--- config.mk ---
export PLATFORM = sky130hd
export DESIGN_NAME = writeback_ctrl
export DESIGN_NICKNAME = d
export VERILOG_FILES = /design/src/rtl/writeback_ctrl.sv
export SDC_FILE = /design/constraint.sdc
export NUM_CORES = 1
export LEC_CHECK = 0
export ABC_AREA = 1
export CORE_MARGIN = 2
export CORE_UTILIZATION = 46
export CTS_CLUSTER_DIAMETER = 200
export DETAILED_ROUTE_END_ITERATION = 12
export DONT_BUFFER_PORTS = 1
export SLEW_MARGIN = 10
export SYNTH_ARGS = -nofsm -noshare
export SYNTH_HDL_FRONTEND = slang
export SYNTH_SLANG_ARGS = --single-unit
--- constraint.sdc ---
create_clock -name clk -period 1.5 [get_ports clk]
set_input_delay 0.15 -clock clk [delete_from_list [all_inputs] [get_ports clk]]
set_output_delay 0.15 -clock clk [all_outputs]
set_load 0.01 [all_outputs]
--- src/rtl/writeback_ctrl.sv ---
// Register-file write-back sequencer: latches the write-back mux select and destination,
// waits for the selected source to become valid, then issues a single-cycle RegWrite.
module writeback_ctrl #(
    parameter int unsigned TIMEOUT = 64,
    parameter int unsigned CNT_W   = 8
) (
    input  logic       clk,
    input  logic       reset_n,
    input  logic       WB_Req,
    input  logic [3:0] WB_Src,
    input  logic [4:0] WB_Dest,
    input  logic       Mem_Wait,
    input  logic       MultDiv_Busy,
    input  logic       Shift_Busy,
    output logic [3:0] MemToReg,
    output logic       RegWrite,
    output logic [4:0] WriteReg,
    output logic       WB_Ack,
    output logic       WB_Busy,
    output logic       Err_BadSrc,
    output logic       Err_Timeout
);

    typedef enum logic [1:0] {StIdle, StWait, StWrite, StAbort} state_e;

    localparam logic [CNT_W-1:0] CntLast = CNT_W'(TIMEOUT - 1);
    localparam logic [3:0]       SrcMax  = 4'd9;

    state_e           state_q, state_d;
    logic [3:0]       sel_q, sel_d;
    logic [4:0]       dest_q, dest_d;
    logic [CNT_W-1:0] cnt_q, cnt_d;
    logic             bad_q, bad_d;
    logic             src_ready;

    always_ff @(posedge clk or negedge reset_n) begin
        if (!reset_n) begin
            state_q <= StIdle;
            sel_q   <= '0;
            dest_q  <= '0;
            cnt_q   <= '0;
            bad_q   <= 1'b0;
        end else begin
            state_q <= state_d;
            sel_q   <= sel_d;
            dest_q  <= dest_d;
            cnt_q   <= cnt_d;
            bad_q   <= bad_d;
        end
    end

    // Readiness is judged on the latched select, so a changing WB_Src cannot disturb a wait.
    always_comb begin
        src_ready = 1'b1;
        case (sel_q)
            4'd1:       src_ready = !Mem_Wait;
            4'd3, 4'd4: src_ready = !MultDiv_Busy;
            4'd7:       src_ready = !Shift_Busy;
            default:    src_ready = 1'b1;
        endcase
    end

    always_comb begin
        state_d = state_q;
        sel_d   = sel_q;
        dest_d  = dest_q;
        cnt_d   = cnt_q;
        bad_d   = bad_q;
        unique case (state_q)
            StIdle: begin
                if (WB_Req) begin
                    if (WB_Src <= SrcMax) begin
                        sel_d   = WB_Src;
                        dest_d  = WB_Dest;
                        cnt_d   = '0;
                        state_d = StWait;
                    end else begin
                        bad_d   = 1'b1;
                        state_d = StAbort;
                    end
                end
            end
            StWait: begin
                if (src_ready) begin
                    state_d = StWrite;
                end else if (cnt_q == CntLast) begin
                    bad_d   = 1'b0;
                    state_d = StAbort;
                end else begin
                    cnt_d = cnt_q + CNT_W'(1);
                end
            end
            StWrite, StAbort: state_d = StIdle;
            default:          state_d = StIdle;
        endcase
    end

    // Outputs come only from flops; $zero is never written.
    assign MemToReg    = sel_q;
    assign WriteReg    = dest_q;
    assign RegWrite    = (state_q == StWrite) && (dest_q != 5'd0);
    assign WB_Ack      = (state_q == StWrite) || (state_q == StAbort);
    assign WB_Busy     = (state_q != StIdle);
    assign Err_BadSrc  = (state_q == StAbort) && bad_q;
    assign Err_Timeout = (state_q == StAbort) && !bad_q;

endmodule

==> results by group <==
STA
  • Max-slew violations: 0
  • Post-route minimum period: 1479 ps
  • Setup TNS: 0 ps
  • Final worst slack: 21.01 ps
  • Fmax: 0.6761 GHz
  • Worst slew pin tran: 898.5 ps
  • Finish-stage setup viols: 0
  • Worst slew margin: 39.91%
  • RSZ-0062 raised after global routing: true
  • Period utilisation layout: 98.60%
  • Fin Hold WS: 8.544 ps
  • Hold Fails Final Rpt: 0
  • Worst clock skew: 1.205 ps

Clock network
  • TritonCTS Buffers: 3
  • Worst-case clock buffer depth: 2
  • CTS tree: done
  • H-Tree Depth: 1
  • Clock Sinks: 20
  • Worst skew pair latency: 290 ps
  • Clock edge transition at the registers on the reported setup and hold paths: 110 ps
  • Root Driver: clkbuf_4

Yosys
  • Adder-cell area share of the yosys netlist: 1.114%
  • Post-synthesis compound-gate area fraction: 2.450%
  • Library cells used by synthesis: 24
  • Post-synth top area share: 44.54%
  • Syn nets: 158
  • Post-synthesis cell area: 1124 sq um
  • Xor/xnor share of the synthesized area: 0.7795%
  • Post-synthesis sequential area ratio: 44.54%
  • Synth Area in Simple Gates: 36.41%
  • Post-synth top area cell: dfrtp_1
  • Syn Inst Count: 142
  • Main combinational cell family by area after synthesis: simple AND/OR/NAND/NOR gates
  • Synth top area cells: dfrtp_1 45%, nand2_1 16%, mux2_4 5.3%
  • Yosys warns: 0
  • Synthesized flop and latch total: 20
  • Post-synthesis mux area share: 7.350%
  • Syn_area_per_cell: 7.913 sq um

Worst hold path
  • Worst hold path stage count: 2
  • Min-Delay Endpoint: MemToReg[1]$_DFFE_PN0P_
  • Hold Path Origin: WB_Src[1]
  • Worst Hold Class: in2reg

Power and ir drop
  • Pleak: 0.6872 nW
  • Clk pwr share: 14.5%
  • Logic gate share of total power: 41.0%
  • Psw: 0.8689 mW
  • Flop pwr share: 44.5%
  • Sw frac: 41.29%
  • Max rail drop VDD: 1.111 mV
  • PD cells: 1591 nW/um^2
  • Internal power: 1.236 mW

Cells and area
  • Layout overhead on the synthesized area: 17.71%
  • Share of layout cells above drive strength 1: 21.38%
  • Final Core Density: 58.66%
  • Area of the multi-input gates: 550.5 sq um
  • Fillcell total: 225
  • Sequential cell area: 500.5 sq um
  • Nets@finish: 176
  • ANT cells: 0

Floorplanning
  • Die height: 53.42 um
  • I/O pin count: 29
  • Starting density of the core: 49.83%
  • Die Width: 53.42 um
  • Die area: 2854 sq um
  • Num rows: 17
  • Floorplan core area: 2255 sq um

Drt
  • Initial DRC Count: 10
  • DR DRC count: 0
  • Drt total wl: 2352 um
  • Vias: 940
  • Drt wl/cell: 12.58 um
  • TritonRoute pass-1 iters: 4
  • Post-route ant nets: 0
  • Vias/cell: 5.027

Place
  • Port Buffers: 0
  • DP HPWL: 1647 um
  • Dpl ws: -2.892 ps
  • RePlAce Congestion: 0.8385

Setup path
  • Worst Reg-to-Reg Cells: 11
  • CP Class: reg2reg
  • CP endpoint kind: register
  • Reg2reg setup slack: 20 ps
  • Critical Path Fanout Max: 8
  • Data arrival, critical path: 1670 ps
  • Worst R2R Start: cnt_q[1]$_DFFE_PN0P_
  • Reg2reg end: cnt_q[6]$_DFFE_PN0P_
  • CP startpoint kind: register
  • WP data required: 1690 ps

Global routing
  • Antenna violations before repair: 0
  • GRT Overall Usage: 17.89%
  • Largest net degree at the start of global routing: 21
  • Vias in the first global route: 826
  • First-pass GRT wire length: 3677 um
  • Grt ovf: 0

Job
  • MaxCap Viol Count: 0

Status
  • Outcome: complete, no violations
==> logic make-up after synthesis <==
kind of cell,after synthesis
DFF,20
muxes,6
AOI/OAI and AO/OA,5
xor gates and xnor gates,1
and+or+nand+nor,89
adders and majority gates,1
buffers and inverters,20
==> stage by stage <==
stage          instances  power (mW)  instance area (sq um)
6_report             187       2.105                   1323
5_1_grt              187       2.269                   1323
4_1_cts              183       2.099                   1282
3_5_place_dp         173       1.768                   1181
3_3_place_gp         173       1.755                   1181
2_1_floorplan        142       1.572                   1124
==> per-layer routing <==
metal,vias up,global-route usage [%],routed length (um),share of wire (%)
li1,480,-,-,-
met4,0,5.128,25,1.1
met3,2,3.390,115,4.9
met2,20,30.25,1116,47
met5,-,0,0,0
met1,438,22.90,1095,47
==> layout by cell type, fill, tap and decap left out, drive strengths merged, types with 2 or more instances in the layout <==
| master | netlist | layout |
|---|---|---|
| and3 | 2 | 2 |
| nand2 | 50 | 50 |
| clkbuf | 1 | 4 |
| nor2 | 15 | 15 |
| a21oi | 3 | 3 |
| nor3b | 2 | 2 |
| inv | 18 | 18 |
| mux2 | 6 | 6 |
| nand3 | 13 | 13 |
| buf | 1 | 7 |
| dfrtp | 20 | 20 |
| dlygate4sd3 | 0 | 8 |
| nor3 | 6 | 6 |
==> how the worst max path moves through the flow <==
stage	depth (start not counted)	end	slack [ps]	startpoint
2_1_floorplan	11	cnt_q[4]$_DFFE_PN0P_	100	cnt_q[0]$_DFFE_PN0P_
3_3_place_gp	11	cnt_q[6]$_DFFE_PN0P_	20	cnt_q[1]$_DFFE_PN0P_
3_5_place_dp	11	cnt_q[6]$_DFFE_PN0P_	-3	cnt_q[1]$_DFFE_PN0P_
4_1_cts	11	cnt_q[6]$_DFFE_PN0P_	20	cnt_q[1]$_DFFE_PN0P_
5_1_grt	11	cnt_q[6]$_DFFE_PN0P_	-80	cnt_q[1]$_DFFE_PN0P_
6_report	11	cnt_q[6]$_DFFE_PN0P_	20	cnt_q[1]$_DFFE_PN0P_
==> critical path, stage by stage (launching register included) <==
cell and delay, ps:
dfrtp_1 420, ha_2 180, nand2_1 70, inv_2 40
nand2_2 60, nor2_2 40, nor2_2 110, nand3_2 120
nand2_4 120, nand2_4 90, nand2_1 80, nand2_1 50
==> synthesized netlist by cell type <==
cell	n
o21a_1	1
buf_6	1
xnor2_1	1
nor2_1	12
nand2_1	47
inv_2	3
and3_1	1
nand3_1	11
dfrtp_1	20
nor3_1	6
ha_1	1
or2_1	1
o21ai_1	1
inv_1	15
mux2_4	4
nor3b_1	2
nand3_2	2
nor2_2	3
nand2_2	1
clkbuf_1	1
mux2_2	2
nand2_4	2
and3_2	1
a21oi_1	3
==> timing repair <==
action	4_1_cts	5_1_grt
pin swaps	1	2
endpoints found under the setup margin	8	9
gates resized for setup	2	3
buffers inserted	0	2
hold buffers	6	2
hold endpoints to repair	25	2
==> state kept, by name, indices dropped and copies added (netlist names) <==
| signal | flops |
|---|---|
| bad_q | 1 |
| cnt_q | 8 |
| WriteReg | 5 |
| MemToReg | 4 |
| state_q | 2 |
==> power by group through the flow <==
stage                     clock, mW  sequential (mW)  combinational [mW]
after global placement            0            0.941               0.815
after detailed placement          0            0.943               0.825
final                         0.306            0.936               0.863
after global routing          0.349            0.960               0.960
after CTS                     0.317            0.933               0.849
after floorplan                   0            0.918               0.654
==> cell type report <==
class | count | area share [%]
Clock buffer | 4 | 2.744
Tap cell | 28 | 2.649
Multi-Input combinational cell | 102 | 41.63
Inverter | 18 | 5.109
Sequential cell | 20 | 37.84
Timing Repair Buffer | 15 | 10.03
No activity file was read; power rests on OpenSTA's default activity.
==> variant 1: new RTL, same settings <==
Set the parameter `CNT_W` to 9 (it was 8).
--- a/src/rtl/writeback_ctrl.sv
+++ b/src/rtl/writeback_ctrl.sv
@@ -4,3 +4,3 @@
     parameter int unsigned TIMEOUT = 64,
-    parameter int unsigned CNT_W   = 8
+    parameter int unsigned CNT_W   = 9
 ) (
Check against the original RTL: no difference found for any inputs over 10 cycles, from zero or initial values and one cycle with reset_n low; that may be too few to reach the edited logic, so the function may still have changed.
==> variant 1 against the unedited design <==
  * Non-clock buffer count up 3
  * Largest power group is now combinational cells
  * Sequential cell count up 1
  * Routed wire length up 1.9%
  * Critical path type unchanged
  * Worst setup slack better by 0.015 ns
  * Design area up 7.5%
  * Synthesized area up 4.3%
  * Total power up 6.3%
  * Clock skew up 0.0072 ns
  * Hold slack better by 0.012 ns
==> variant 1: results (changes against the unedited design) <==
[status]
run_status = complete, no violations  ; unchanged

[clock_tree]
hold_buffers = 9  ; was 6
clkLatencyLatePin_ns = 0.30
cts_buffers = 3  ; unchanged
cts-resized-gates = 5  ; was 2

[detailed_routing]
top_layer_used = met4  ; unchanged
via_per_inst = 5.16  ; was 5.03
wirelength_um = 2400  ; was 2350 µm
met1_length_um = 1050  ; was 1100 µm
drtAntennaViolNets = 0  ; unchanged
wl_met2_um = 1230  ; was 1120 µm
dr_wl_met3_um = 107  ; was 115 µm
avgRoutedWirePerCell_um = 12.5  ; was 12.6 µm

[global_route]
grt_pass1_wl_um = 3940  ; was 3680 µm
grt.total_usage_pct = 18.5  ; was 17.9%
first_global_vias = 916  ; was 826
use_met2_pct = 31.5  ; was 30.2%
busiest_layer = met2  ; unchanged
grt_max_degree = 22  ; was 21
met1_usage_pct = 23.1  ; was 22.9%
antenna_found_initial = 0  ; unchanged
gr-usage-met3_pct = 3.83  ; was 3.39%

[placement]
placed_cell_area_um2 = 1240  ; was 1180 µm²
place.gp.congestion = 0.765  ; was 0.839
hpwl_um = 1720  ; was 1650 µm
dp_slack_ns = -0.0838  ; was -0.00289 ns

[cells_and_area]
largest_reg_flops = 9  ; was 8
nets = 179  ; was 176
layout-drive-gt1-share_pct = 22.8  ; was 21.4%
antenna_cells = 0  ; unchanged

[critical_path]
crit_path_start_kind = register  ; unchanged
slowest_delay_ns = 0.43
crit_family = simple AND/OR/NAND/NOR gates  ; unchanged
cp_max_fo = 5  ; was 8
reg2regPathDepth = 9  ; was 11

[synthesis]
synth.area.top_cells = dfrtp_1 (45%), nand2_1 (14%), nand3_1 (5.1%)  ; was dfrtp_1 (45%), nand2_1 (16%), mux2_4 (5.3%)
synth_flop_cell = dfrtp_1  ; unchanged
netlist-cell-type-count = 26  ; was 24
synth_commonest_cells = nand2_1 (44), dfrtp_1 (21), inv_1 (14), nor2_1 (14), nand3_1 (12)  ; was nand2_1 (47), dfrtp_1 (20), inv_1 (15)
synth-seq-area-share_pct = 44.8  ; was 44.5%
avgSynthCellArea_um2 = 8.20  ; was 7.91 µm²
syn-num-nets = 159  ; was 158

[power_and_ir_drop]
irDropWorstVdd_mv = 1.06  ; was 1.11 mV
leakagePower_nw = 0.699  ; was 0.687 nW
switchingPower_mw = 0.936  ; was 0.869 mW

[timing]
max_slew_margin_pct = 37.4  ; was 39.9%
finClkSkew_ns = 0.00843  ; was 0.00120 ns

## variant 1: logic make-up (layout without fill, tap and decap cells)
group / count (synthesis) / in the layout / synth area share [%]
flip-flops: 21 / 21 / 44.8
AO/OA/AOI/OAI: 9 / 9 / 5.55
buffers and inverters: 19 / 38 / 7.36
XOR/XNOR: 2 / 2 / 1.49
adder cells (fa/ha/maj): 1 / 1 / 1.07
multiplexers: 6 / 6 / 7.04
AND/OR/NAND/NOR: 85 / 85 / 32.7
## variant 1: area by class of cell
| class | instances | area, µm² |
|---|---|---|
| tap | 30 | 37.5 |
| multi-input combinational | 103 | 608 |
| inverter | 16 | 60.1 |
| timing repair buffer | 18 | 161 |
| sequential | 21 | 528 |
| fill | 236 | 1030 |
| clock buffer | 4 | 26.3 |
## variant 1: stage by stage
step	utilization (%)	hold slack (ns)	setup TNS, ns
after detailed placement	50.4	-0.145	-0.202
after floorplan	-	-0.146	0
after global routing	57.9	0.0276	-0.675
after CTS	55.9	0.00363	0
final	57.9	0.0208	0
after global placement	50.4	-0.145	-0.00476
## variant 1: worst paths after layout
check | from | endpoint | slack [ns]
worst max register to register | cnt_q[1] | cnt_q[2] | 0.04
worst min register to register | cnt_q[3] | cnt_q[3] | 0.53
min in group asynchronous | reset_n | WriteReg[3] | 0.42
max in group asynchronous | reset_n | MemToReg[1] | 0.44
worst max-delay path | cnt_q[1] | cnt_q[2] | 0.04
worst min-delay path | WB_Src[1] | MemToReg[1] | 0.02
## variant 1: power groups by stage
stage	combinational (mW)	sequential (mW)	clock, mW
floorplan	0.676	0.937	0
global placement	0.870	0.960	0
detailed placement	0.884	0.964	0
CTS	0.953	0.955	0.286
global route	1.11	0.998	0.309
finish	0.995	0.967	0.275
==> variant 2: new RTL, config.mk and constraints unchanged <==
Made on the original files. Make the reset (`reset_n`) synchronous in one clocked block.
--- a/src/rtl/writeback_ctrl.sv
+++ b/src/rtl/writeback_ctrl.sv
@@ -35,3 +35,3 @@
 
-    always_ff @(posedge clk or negedge reset_n) begin
+    always_ff @(posedge clk) begin
         if (!reset_n) begin
Check against the original RTL: differs if reset_n is asserted again (counterexample within 4 cycles, from zero or initial values and one cycle with reset_n low); with reset_n held inactive, the same outputs for 10 cycles.
==> variant 2 against the unedited design <==
  * The run now ends with setup timing left
  * Sequential share of layout area shrank 6.2 points
  * Utilization is 0.34 points lower
  * First-iteration DRC count up 70%
  * Cell count increased by 5.9%
  * Critical endpoint is now cnt_q[0]
  * Total power shrank 24%
  * Worst setup slack lost 0.043 ns
  * Synthesized area shrank 2.7%
  * Combinational power is 47% lower
  * Sequential cell count is the same
  * Routed wire length increased by 21%
  * Highest routed layer unchanged
  * Maximum frequency is 2.8% lower
  * Design area fell by 1.5%
==> variant 2: results (changes against the unedited design) <==
[synthesis]
syn-num-nets = 177  ; was 158
synth-seq-area-share_pct = 36.6  ; was 44.5%
synth.area.top_cells = dfxtp_1 (37%), nand2_1 (12%), a21oi_1 (9.2%)  ; was dfrtp_1 (45%), nand2_1 (16%), mux2_4 (5.3%)
ys_async_sr_fraction_pct = 0  ; was 100%
yosysMostFrequentCell = nand2_1  ; unchanged
netlist-cell-type-count = 26  ; was 24
synth_commonest_cells = nand2_1 (34), a21oi_1 (20), dfxtp_1 (20)  ; was nand2_1 (47), dfrtp_1 (20), inv_1 (15)
synthesis.instances = 161  ; was 142
yosysWarningCount = 0  ; unchanged
synth_flop_cell = dfxtp_1  ; was dfrtp_1

[cells_and_area]
largest_reg_flops = 8  ; unchanged
nets = 187  ; was 176
layout-drive-gt1-share_pct = 23.5  ; was 21.4%
top_register = cnt_q  ; unchanged
antenna_cells = 0  ; unchanged

[critical_path]
slowest_delay_ns = 0.39  ; was 0.42 ns
arrival_ns = 1.74  ; was 1.67 ns
critPathSlowestCell = dfxtp_4  ; was dfrtp_1
cp_max_fo = 7  ; was 8

[status]
run_status = finished, violations left  ; was complete, no violations
violations = setup timing

[detailed_routing]
avgRoutedWirePerCell_um = 14.4  ; was 12.6 µm
drc = 0  ; unchanged
via_per_inst = 5.54  ; was 5.03
wirelength_um = 2840  ; was 2350 µm
first_iter_violations = 17  ; was 10
dr.pass1.iters = 4  ; unchanged

[global_route]
grt.total_usage_pct = 20.8  ; was 17.9%
grt_max_degree = 18  ; was 21
first_global_vias = 986  ; was 826
grt_pass1_wl_um = 4240  ; was 3680 µm
antenna_found_initial = 0  ; unchanged

[clock_tree]
cts_buffer_depth = 2  ; unchanged
root_buffer = clkbuf_4  ; unchanged
htreeDepth = 1  ; unchanged
clkLatencyLatePin_ns = 0.32  ; was 0.29 ns
path_clk_slew_ns = 0.13  ; was 0.11 ns
cts_buffers = 3  ; unchanged

[placement]
place.gp.congestion = 0.793  ; was 0.839
io_buffers = 0  ; unchanged
placed_cell_area_um2 = 1110  ; was 1180 µm²
hpwl_um = 1820  ; was 1650 µm
dp_slack_ns = -0.0114  ; was -0.00289 ns

[min_path]
hp-class = in -> reg  ; unchanged

[timing]
holdWs_ns = 0.0227  ; was 0.00854 ns
worst_slack_ns = -0.0223  ; was 0.0210 ns
fin_setup_tns_ns = -0.0223  ; was 0 ns
finalSetupViolations = 1  ; was 0
max_slew_margin_pct = 65.4  ; was 39.9%
finClkSkew_ns = 0.00525  ; was 0.00120 ns

[power_and_ir_drop]
irDropWorstVdd_mv = 0.660  ; was 1.11 mV
leakagePower_nw = 0.531  ; was 0.687 nW

variant 2: cell families (layout without fill, tap and decap cells):
group	after synthesis	in the layout	synth area share, %
and+or+nand+nor	79	82	33.8
AOI/OAI and AO/OA	33	33	16.0
buffers and inverters	27	33	11.7
DFF	20	20	36.6
adders and majority gates	1	1	1.14
xor gates and xnor gates	1	1	0.801
variant 2: power by group:
part / internal [mW] / total [mW] / switching (mW) / leakage (nW)
clock network: 0.270 / 0.462 / 0.191 / 0.0279
logic: 0.164 / 0.459 / 0.295 / 0.336
registers: 0.602 / 0.680 / 0.0777 / 0.167
variant 2: final timing paths:
kind,startpoint,endpoint,depth (start not counted)
max,cnt_q[0],cnt_q[0],8
min,WB_Src[3],MemToReg[3],2
max reg2reg,cnt_q[0],cnt_q[0],8
min reg2reg,bad_q,bad_q,2
variant 2: critical path, delay by kind of cell (launching register included):
kind            cells  cell delay, ns
compound gates      2            0.40
fa+ha+maj           1            0.16
flops               1            0.39
simple gates        5            0.48
variant 2: routing by layer:
layer	part of all wire [%]	global-route usage, %	wire, µm	up-vias
met5	0	0	0	-
met4	0.95	7.26	27	0
met3	4.2	4.29	120	4
met2	51	35.0	1460	24
met1	43	26.1	1230	527
li1	-	-	-	541
variant 2: repair_timing:
action	4_1_cts	5_1_grt
buffers inserted	0	0
gates cloned	0	3
endpoints found under the hold margin	16	0
hold buffers	3	0
pin swaps	0	6
resized for setup	4	19
endpoints found under the setup margin	9	21
variant 2: area by class of cell:
cell class              instances  area, µm²
inverters                      22       83.8
multi-input cells             117        659
repair buffers                  7       60.1
flip-flops and latches         20        412
well taps                      28       35.0
clock inverters                 1       30.0
fillers                       236        931
clock buffers                   3       22.5
